<file path="src/rtl/sbus_arb_pkg.sv">
// Shared types and constants for the shared register bus arbiter.
package sbus_arb_pkg;

    typedef enum logic [1:0] {
        IDLE,
        WR,
        RD,
        DONE
    } state_e;

    localparam int unsigned SBUS_IDLE_ADDR = 0;

    function automatic int unsigned idx_width(input int unsigned n);
        return (n <= 2) ? 1 : $clog2(n);
    endfunction

endpackage

</file>
<file path="src/rtl/sbus_arbiter_rr_pick.sv">
// Combinational rotating-priority picker: first set request at or after ptr_i, wrapping.
module rr_pick #(
    parameter int unsigned N  = 4,
    parameter int unsigned IW = 2
) (
    input  logic [N-1:0]  req_i,
    input  logic [IW-1:0] ptr_i,
    output logic          valid_o,
    output logic [IW-1:0] idx_o
);

    always_comb begin
        int unsigned k;
        valid_o = 1'b0;
        idx_o   = '0;
        k       = 0;
        for (int unsigned i = 0; i < N; i++) begin
            k = (32'(ptr_i) + i) % N;
            if (!valid_o && req_i[IW'(k)]) begin
                valid_o = 1'b1;
                idx_o   = IW'(k);
            end
        end
    end

endmodule

</file>
<file path="src/rtl/sbus_arbiter.sv">
// Round-robin master-side arbiter serialising single read/write transactions
// onto the shared register bus, returning a one-cycle ack per transaction.
module sbus_arbiter
    import sbus_arb_pkg::*;
#(
    parameter int unsigned XLEN   = 32,
    parameter int unsigned N_MST  = 4,
    parameter int unsigned RD_LAT = 1
) (
    input  logic                  clk_i,
    input  logic                  rst_i,
    input  logic [N_MST-1:0]      m_req_i,
    input  logic [N_MST-1:0]      m_we_i,
    input  logic [N_MST*XLEN-1:0] m_addr_i,
    input  logic [N_MST*XLEN-1:0] m_wdata_i,
    output logic [N_MST-1:0]      m_ack_o,
    output logic [XLEN-1:0]       m_rdata_o,
    output logic [XLEN-1:0]       rd_addr_o,
    input  logic [XLEN-1:0]       rd_data_i,
    output logic [XLEN-1:0]       wr_addr_o,
    output logic [XLEN-1:0]       wr_data_o
);

    localparam int unsigned IW = idx_width(N_MST);
    localparam logic [XLEN-1:0] IDLE_ADDR = XLEN'(SBUS_IDLE_ADDR);

    state_e           state_q;
    logic [IW-1:0]    ptr_q;
    logic [IW-1:0]    ptr_d;
    logic [IW-1:0]    win_q;
    logic [2:0]       cnt_q;
    logic [N_MST-1:0] ack_q;
    logic [XLEN-1:0]  rdata_q;
    logic [XLEN-1:0]  rd_addr_q;
    logic [XLEN-1:0]  wr_addr_q;
    logic [XLEN-1:0]  wr_data_q;

    logic             pick_valid;
    logic [IW-1:0]    pick_idx;
    logic [XLEN-1:0]  addr_a  [N_MST];
    logic [XLEN-1:0]  wdata_a [N_MST];

    for (genvar k = 0; k < N_MST; k++) begin : g_unpack
        assign addr_a[k]  = m_addr_i[k*XLEN +: XLEN];
        assign wdata_a[k] = m_wdata_i[k*XLEN +: XLEN];
    end

    rr_pick #(
        .N  (N_MST),
        .IW (IW)
    ) u_pick (
        .req_i   (m_req_i),
        .ptr_i   (ptr_q),
        .valid_o (pick_valid),
        .idx_o   (pick_idx)
    );

    assign ptr_d = (win_q == IW'(N_MST - 1)) ? '0 : win_q + 1'b1;

    // The bus output registers double as the latched payload: they are loaded
    // at grant so the address appears on the bus the cycle after sampling.
    always_ff @(posedge clk_i or posedge rst_i) begin
        if (rst_i) begin
            state_q   <= IDLE;
            ptr_q     <= '0;
            win_q     <= '0;
            cnt_q     <= '0;
            ack_q     <= '0;
            rdata_q   <= '0;
            rd_addr_q <= IDLE_ADDR;
            wr_addr_q <= IDLE_ADDR;
            wr_data_q <= '0;
        end else begin
            case (state_q)
                IDLE: begin
                    ack_q   <= '0;
                    rdata_q <= '0;
                    if (pick_valid) begin
                        win_q <= pick_idx;
                        cnt_q <= 3'(RD_LAT);
                        if (m_we_i[pick_idx]) begin
                            wr_addr_q <= addr_a[pick_idx];
                            wr_data_q <= wdata_a[pick_idx];
                            state_q   <= WR;
                        end else begin
                            rd_addr_q <= addr_a[pick_idx];
                            state_q   <= RD;
                        end
                    end
                end
                WR: begin
                    wr_addr_q <= IDLE_ADDR;
                    wr_data_q <= '0;
                    rdata_q   <= '0;
                    ack_q     <= N_MST'(1) << win_q;
                    state_q   <= DONE;
                end
                RD: begin
                    if (cnt_q == '0) begin
                        rd_addr_q <= IDLE_ADDR;
                        rdata_q   <= rd_data_i;
                        ack_q     <= N_MST'(1) << win_q;
                        state_q   <= DONE;
                    end else begin
                        cnt_q <= cnt_q - 1'b1;
                    end
                end
                DONE: begin
                    ack_q   <= '0;
                    rdata_q <= '0;
                    ptr_q   <= ptr_d;
                    state_q <= IDLE;
                end
                default: state_q <= IDLE;
            endcase
        end
    end

    assign m_ack_o   = ack_q;
    assign m_rdata_o = rdata_q;
    assign rd_addr_o = rd_addr_q;
    assign wr_addr_o = wr_addr_q;
    assign wr_data_o = wr_data_q;

endmodule
</file>
<file path="config.mk">
export PLATFORM = sky130hd
export DESIGN_NAME = sbus_arbiter
export DESIGN_NICKNAME = d
export VERILOG_FILES = /design/src/rtl/sbus_arb_pkg.sv /design/src/rtl/sbus_arbiter_rr_pick.sv /design/src/rtl/sbus_arbiter.sv
export SDC_FILE = /design/constraint.sdc
export NUM_CORES = 1
export LEC_CHECK = 0
export CAP_MARGIN = 20
export CORE_AREA = 8 8 160 162
export DETAILED_ROUTE_END_ITERATION = 7
export DIE_AREA = 0 0 168 170
export PLACE_DENSITY = 0.7
export SYNTH_ARGS = -nofsm -noshare
export SYNTH_HDL_FRONTEND = slang
export SYNTH_SLANG_ARGS = --single-unit
</file>
<file path="constraint.sdc">
create_clock -name clk_i -period 11.92 [get_ports clk_i]
set_clock_uncertainty 0.15 [all_clocks]
set_input_delay 1.788 -clock clk_i [delete_from_list [all_inputs] [get_ports clk_i]]
set_output_delay 1.788 -clock clk_i [all_outputs]
set_load 0.03 [all_outputs]
</file>
==> results.md, run 1 <==
* Clock network power share at 0.195
* Max cap viols at 0
* Worst reg-to-reg path cell count at 7
* Hold Crit Start: m_rdata_o[2]
* Yosys warnings at 0
* Unrepaired setup endpoints after global routing: false
* Area of the multi-input gates at 3630 um2
* Clk pin slew, worst setup/hold paths at 0.07 ns
* Share of layout cells above drive strength 1 at 0.0469
* Avg Inst Size Synth at 9.17 um2
* CTS Sinks at 141
* DRT iter0 DRCs at 397
* Final hold vios at 0
* Routed via count at 7662
* Tcrit/Tclk final at 0.449
* Root Driver: clkbuf_16
* Core footprint at 23100 um2
* CP arrival at 5.55 ns
* DRC Markers at 0
* Synth Area in Compound Gates at 0.256
* Worst setup SP type: input pin
* Diodes inserted at 0
* Crit path cell chain: clkdlybuf4s50_1, a21boi_1, o221a_4, mux2i_1, or3_1, a21oi_4, buf_4, a22o_1
* Slew Limit Fails at 0
* Cell area after synthesis at 7480 um2
* Synth Area in Adders at 0.0201
* Post-synthesis mux area share at 0.0104
* DIE WIDTH at 168 um
* Die Ht at 170 um
* DR vias/cell at 5.09
* Clock Path Buffers at 2
* H-tree Lvls at 4
* Routed wire per std cell at 20.0 um
* Postcts setup bufs at 0
* Worst slew pin tran at 0.931 ns
* Worst hold path class: register to register
* Worst Hold Margin at 0.314 ns
* Reg2reg end: wr_addr_o[22]
* Reg-to-Reg Start: ptr_q[1]
* Critical path class: input pin to register
* I/O pins at 430
* Status: completed
* Hold Path Sink: m_rdata_o[2]
* Comb power frac at 0.557
* Switching Share at 0.442
* Area Overhead vs Synth at 68.7%
* Placed cells at 1471
* Xor/xnor cell area share of the yosys netlist at 0
* Sequential Power Share at 0.248
* Post-Synthesis Net Count at 1126
* Worst setup margin at 6.57 ns
* Cells after synthesis at 816
* Die Area at 28600 um2
* Critical path data required time at 12.12 ns
* FF+latch area at 3530 um2
* Row Count at 56
* CTS tree: built
* Starting Density at 0.325
* Post-Synth Simple-Gate Area at 0.192
* Post-CTS sizing at 0
* Max_slew headroom at 0.379
* IO buf count at 429
* Synthesis-stage register bit count at 141
* First-pass GRT wire length at 45.7 mm
* Total gr overflow at 0
* R2R Setup Slk at 8.10 ns
* Min Tclk post-route at 5.35 ns
* Number of nets with antenna violations after routing at 0
* Initial antenna violation count at 3
* Fmax at 187 MHz
* # fillers at 2086
* CP Max Fanout at 64
* Power Density at 237 nW/um2
* Sequential fraction of the synthesis area at 0.471
* Cts hold-fix bufs at 0
* CTS Buf Count at 17
* CP peak stage delay at 0.75 ns
* Post-DP HPWL at 22.8 mm
* Total detailed-routing wirelength at 30.1 mm
* Int Power at 0.00167 W
* Pin count of the biggest net entering global routing at 81
* Fin cells at 1505
* Final setup violation count at 0
* Distinct cells, synth at 39
* Net switching power at 0.00132 W
* Leak at 5.39 nW
* Type of element capturing the critical path: register
* Peak VDD IR at 0.000113 V
* Vias in the first global route at 7813
* GRT Overall Usage at 0.204
* Final net count at 1512
* Setup tns final at 0 ns
* Slowest CP cell: o221a_4
* Largest family of logic cells by synthesized area: compound AO/OA/AOI/OAI gates
* Hold Crit Depth at 2
* Place WS at 6.10 ns
* Pre-antenna DRT Iters at 4
* Worst skew pair latency at 0.41 ns
* GP Congestion at 0.853
metal layers:
metal  part of all wire  GRT usage
met1               0.41      0.249
met4              0.021     0.0633
met3              0.078     0.0670
met5            0.00086          0
met2               0.49      0.336
worst max-delay path: cells and delay by family:
family / cells / cell delay (ns)
compound gates: 4 / 1.98
simple gates: 1 / 0.41
buf+inv: 2 / 1.08
mux: 1 / 0.22
logic make-up (layout without fill, tap and decap cells):
logic type / count (synthesis) / after routing
and+or+nand+nor: 317 / 317
AOI/OAI and AO/OA: 252 / 252
DFF: 141 / 141
buffers and inverters: 87 / 486
adders and majority gates: 12 / 12
muxes: 7 / 7
layout make-up:
class                   count  area share
repair buffers            442       0.349
multi-input cells         588       0.287
flip-flops and latches    141       0.279
clock buffers              19      0.0351
well taps                 290      0.0287
clock inverters            13      0.0159
inverters                  12     0.00396
state kept, by name (all words and copies together), names as in the netlist:
name and cells:
rd_addr_o 32, win_q 2, wr_data_o 32, cnt_q 3, m_ack_o 4, m_rdata_o 32
wr_addr_o 32, state_q 2, ptr_q 2
synth_stat cells:
library cell,number,share of area
a21oi_1,6,0.0040
o21bai_1,1,0.0010
or3_1,1,0.00084
a222oi_1,1,0.0013
a21boi_1,1,0.0010
o21ai_0,9,0.0060
and3_1,1,0.00084
buf_2,22,0.015
a21oi_2,1,0.0012
a21o_1,1,0.0010
nand2_1,205,0.10
buf_6,3,0.0045
nor2_1,2,0.0010
and2_1,59,0.049
mux2_4,1,0.0020
mux2i_1,4,0.0054
a32oi_1,1,0.0012
nand3b_1,1,0.0010
a22o_1,97,0.11
o221a_4,1,0.0027
inv_1,12,0.0060
nand3_1,37,0.025
nand2b_1,1,0.00084
buf_1,4,0.0020
ha_1,12,0.020
o221ai_1,1,0.0012
or3b_1,2,0.0023
and2_0,5,0.0042
mux2_2,2,0.0030
a31oi_1,64,0.054
a22oi_1,1,0.0010
nor3_1,1,0.00067
clkbuf_1,46,0.023
a21boi_0,1,0.0010
a211oi_1,64,0.064
o22ai_1,1,0.00084
dfrtp_1,141,0.47
nor4_2,2,0.0033
o22a_1,1,0.0012
power groups by stage:
stage | clock network [W] | logic [W] | registers (W)
finish | 0.000584 | 0.00167 | 0.000742
global route | 0.000617 | 0.00180 | 0.000762
CTS | 0.000599 | 0.00168 | 0.000742
detailed placement | 0 | 0.00168 | 0.000745
global placement | 0 | 0.00165 | 0.000746
floorplan | 0 | 0.000759 | 0.00102
metrics by stage:
stage	power [W]	util	instance area (um2)
after detailed placement	0.00242	0.518	11900
after CTS	0.00302	0.546	12600
after global placement	0.00240	0.518	11900
after global routing	0.00318	0.548	12600
final	0.00299	0.548	12600
after floorplan	0.00178	-	7480
layout by cell type, fill, tap and decap left out, drive strengths merged, types with 2 or more instances in the layout:
master | netlist | final
mux2 | 3 | 3
nor2 | 2 | 2
clkinv | 0 | 2
a21oi | 7 | 7
or3b | 2 | 2
a211oi | 64 | 64
a21boi | 2 | 2
clkdlybuf4s50 | 0 | 429
nand2 | 205 | 205
buf | 29 | 13
a31oi | 64 | 64
a22o | 97 | 97
bufinv | 0 | 4
ha | 12 | 12
and2 | 64 | 64
nor4 | 2 | 2
dfrtp | 141 | 141
nand3 | 37 | 37
o21ai | 9 | 9
mux2i | 4 | 4
inv | 12 | 18
clkbuf | 46 | 19
worst max-delay path by stage:
stage	start	endpoint	cells after the start
after floorplan	rst_i	cnt_q[0]	1
after global placement	m_req_i[1]	wr_addr_o[20]	8
after detailed placement	m_req_i[1]	wr_addr_o[30]	8
after CTS	m_req_i[1]	wr_addr_o[22]	8
after global routing	m_req_i[1]	wr_addr_o[24]	8
final	m_req_i[1]	wr_addr_o[22]	8
Power figures use the tool's default switching activity.
==> run 2: changes to the inputs <==
Settings changed: CORE_AREA 8 8 160 162 to 8 8 161 163, DIE_AREA 0 0 168 170 to 0 0 169 171.
Clock period 11.92 ns to 5.1 ns, I/O delays scaled along.
==> run 2 against run 1 <==
  * Core utilization is essentially flat
  * Power grew 140%
  * Final cell count grew 2.3%
  * Non-clock buffer count grew 3
  * Clock power grew 140%
  * Critical path type unchanged
  * Largest power group unchanged
==> results.md, run 2 (same netlist as run 1, synthesis figures left out) <==
* R2R Setup Slk at 1.97 ns (was 8.10 ns)
* Pre-antenna DRT Iters at 4 (unchanged)
* DR vias/cell at 5.01 (was 5.09)
* Commonest cells after routing, fill and taps aside: clkdlybuf4s50_1, nand2_1, dfrtp_1 (unchanged)
* Status: completed (unchanged)
* Fmax at 276 MHz
* Critical Path End: wr_data_o[9] (was wr_addr_o[22])
* Pin count of the biggest net entering global routing at 130 (was 81)
* Power Density at 552 nW/um2 (was 237 nW/um2)
* Critical path data required time at 5.30 ns (was 12.12 ns)
* Clock Path Buffers at 2 (unchanged)
* DIE WIDTH at 169 um (was 168 um)
* Final net count at 1515 (was 1512)
* Worst slew pin tran at 0.741 ns (was 0.931 ns)
* CP peak stage delay at 0.68 ns (was 0.75 ns)
* CP Max Fanout at 33 (was 64)
* First-pass GRT wire length at 45.5 mm (was 45.7 mm)
* H-tree Lvls at 4 (unchanged)
* Slowest CP cell: and3_2 (was o221a_4)
* Worst Setup SP: m_req_i[1] (unchanged)
* CTS tree: built (unchanged)
* Area Overhead vs Synth at 70.1% (was 68.7%)
* Root Driver: clkbuf_16 (unchanged)
* Max_slew headroom at 0.506 (was 0.379)
* Min Tclk post-route at 3.62 ns
* Reg2reg end: wr_data_o[9] (was wr_addr_o[22])
* Leak at 5.42 nW (was 5.39 nW)
* Final setup violation count at 0 (unchanged)
* Area of the multi-input gates at 3630 um2 (unchanged)
* Post-DP HPWL at 23.2 mm (was 22.8 mm)
* DRC Markers at 0 (unchanged)
* CTS Sinks at 141 (unchanged)
* GRT Overall Usage at 0.203 (was 0.204)
* Commonest non-fill, non-tap cell in the layout: clkdlybuf4s50_1 (unchanged)
* Die Area at 28900 um2 (was 28600 um2)
* GP Congestion at 0.855 (was 0.853)
* # fillers at 2119 (was 2086)
* Die Ht at 171 um (was 170 um)
* Postcts setup bufs at 0 (unchanged)
* Reg-to-Reg Start: ptr_q[1] (unchanged)
* Number of nets with antenna violations after routing at 0 (unchanged)
* Initial antenna violation count at 2 (was 3)
* Worst reg-to-reg path cell count at 7 (unchanged)
* Tcrit/Tclk final at 0.710
* Core footprint at 23300 um2 (was 23100 um2)
* DRT iter0 DRCs at 464 (was 397)
* Row Count at 56 (unchanged)
* Critical path class: input pin to register (unchanged)
* Routed via count at 7718 (was 7662)
* Routed wire per std cell at 19.7 um (was 20.0 um)
* Starting Density at 0.322 (was 0.325)
* Share of layout cells above drive strength 1 at 0.0501 (was 0.0469)
* I/O pins at 430 (unchanged)
* Total gr overflow at 0 (unchanged)
* Max cap viols at 0 (unchanged)
* Final core occ at 0.547 (was 0.548)
* Final hold vios at 0 (unchanged)
* CTS Buf Count at 17 (unchanged)
* FF+latch area at 3530 um2 (unchanged)
* Worst setup SP type: input pin (unchanged)
* Crit path cell chain: clkdlybuf4s50_1, a21boi_1, o221a_4, mux2i_1, or3_1, and3_2, buf_4, a22o_1 (was clkdlybuf4s50_1, a21boi_1, o221a_4, mux2i_1, or3_1, a21oi_4, buf_4, a22o_1)
* Peak VDD IR at 0.000263 V (was 0.000113 V)
* Total detailed-routing wirelength at 30.3 mm (was 30.1 mm)
* Setup tns final at 0 ns (unchanged)
* Slew Limit Fails at 0 (unchanged)
* Worst hold path class: register to register (unchanged)
* Clk pin slew, worst setup/hold paths at 0.06 ns (was 0.07 ns)
* Unrepaired setup endpoints after global routing: false (unchanged)
* Vias in the first global route at 7981 (was 7813)
* Post-CTS sizing at 0 (unchanged)
* CP arrival at 3.82 ns (was 5.55 ns)
* Cts hold-fix bufs at 0 (unchanged)
* Worst skew pair latency at 0.41 ns (about the same)
* Type of element capturing the critical path: register (unchanged)
* IO buf count at 429 (unchanged)
run 2: where the power goes:
part           internal, W  total [W]  switching, W
registers          0.00150    0.00174      0.000232
logic              0.00157    0.00390       0.00233
clock network     0.000893    0.00140      0.000505
run 2: cell type report:
type,count,share of cell area
multi-input combinational,588,0.285
timing repair buffer,445,0.349
sequential,141,0.277
tap,319,0.0314
inverter,12,0.00393
antenna,2,0.000393
clock inverter,14,0.0182
clock buffer,18,0.0345
run 2: through the flow:
| step | hold slack [ns] | total power (W) | cell area [um2] | instances | setup WS, ns |
|---|---|---|---|---|---|
| global placement | 0.298 | 0.00562 | 12000 | 1504 | 1.10 |
| global route | 0.337 | 0.00748 | 12700 | 1539 | 1.27 |
| finish | 0.313 | 0.00703 | 12700 | 1539 | 1.48 |
| floorplan | 0.366 | 0.00415 | 7480 | 816 | 0.404 |
| CTS | 0.319 | 0.00713 | 12700 | 1537 | 1.47 |
| detailed placement | 0.306 | 0.00571 | 12100 | 1505 | 1.01 |
run 2: worst max-delay path, delay by kind of cell:
family / cells / cell delay (ns)
AO/OA/AOI/OAI: 3 / 0.85
buffers and inverters: 2 / 1.02
multiplexers: 1 / 0.28
AND/OR/NAND/NOR: 2 / 0.88
run 2: worst min-delay path by stage:
stage | from | endpoint | slack [ns] | cells past startpoint
after global placement | m_rdata_o[2] | m_rdata_o[2] | 0.30 | 2
after CTS | m_rdata_o[11] | m_rdata_o[11] | 0.32 | 2
final | m_rdata_o[11] | m_rdata_o[11] | 0.31 | 2
after global routing | m_rdata_o[28] | m_rdata_o[28] | 0.34 | 2
after detailed placement | m_rdata_o[0] | m_rdata_o[0] | 0.31 | 2
after floorplan | cnt_q[2] | cnt_q[2] | 0.37 | 2
run 2: per-layer routing:
metal	part of all wire	global-route usage	wire length, um
met2	0.50	0.347	15300
met4	0.023	0.0666	692
met3	0.085	0.0721	2580
met1	0.39	0.234	11800
met5	0	0	0
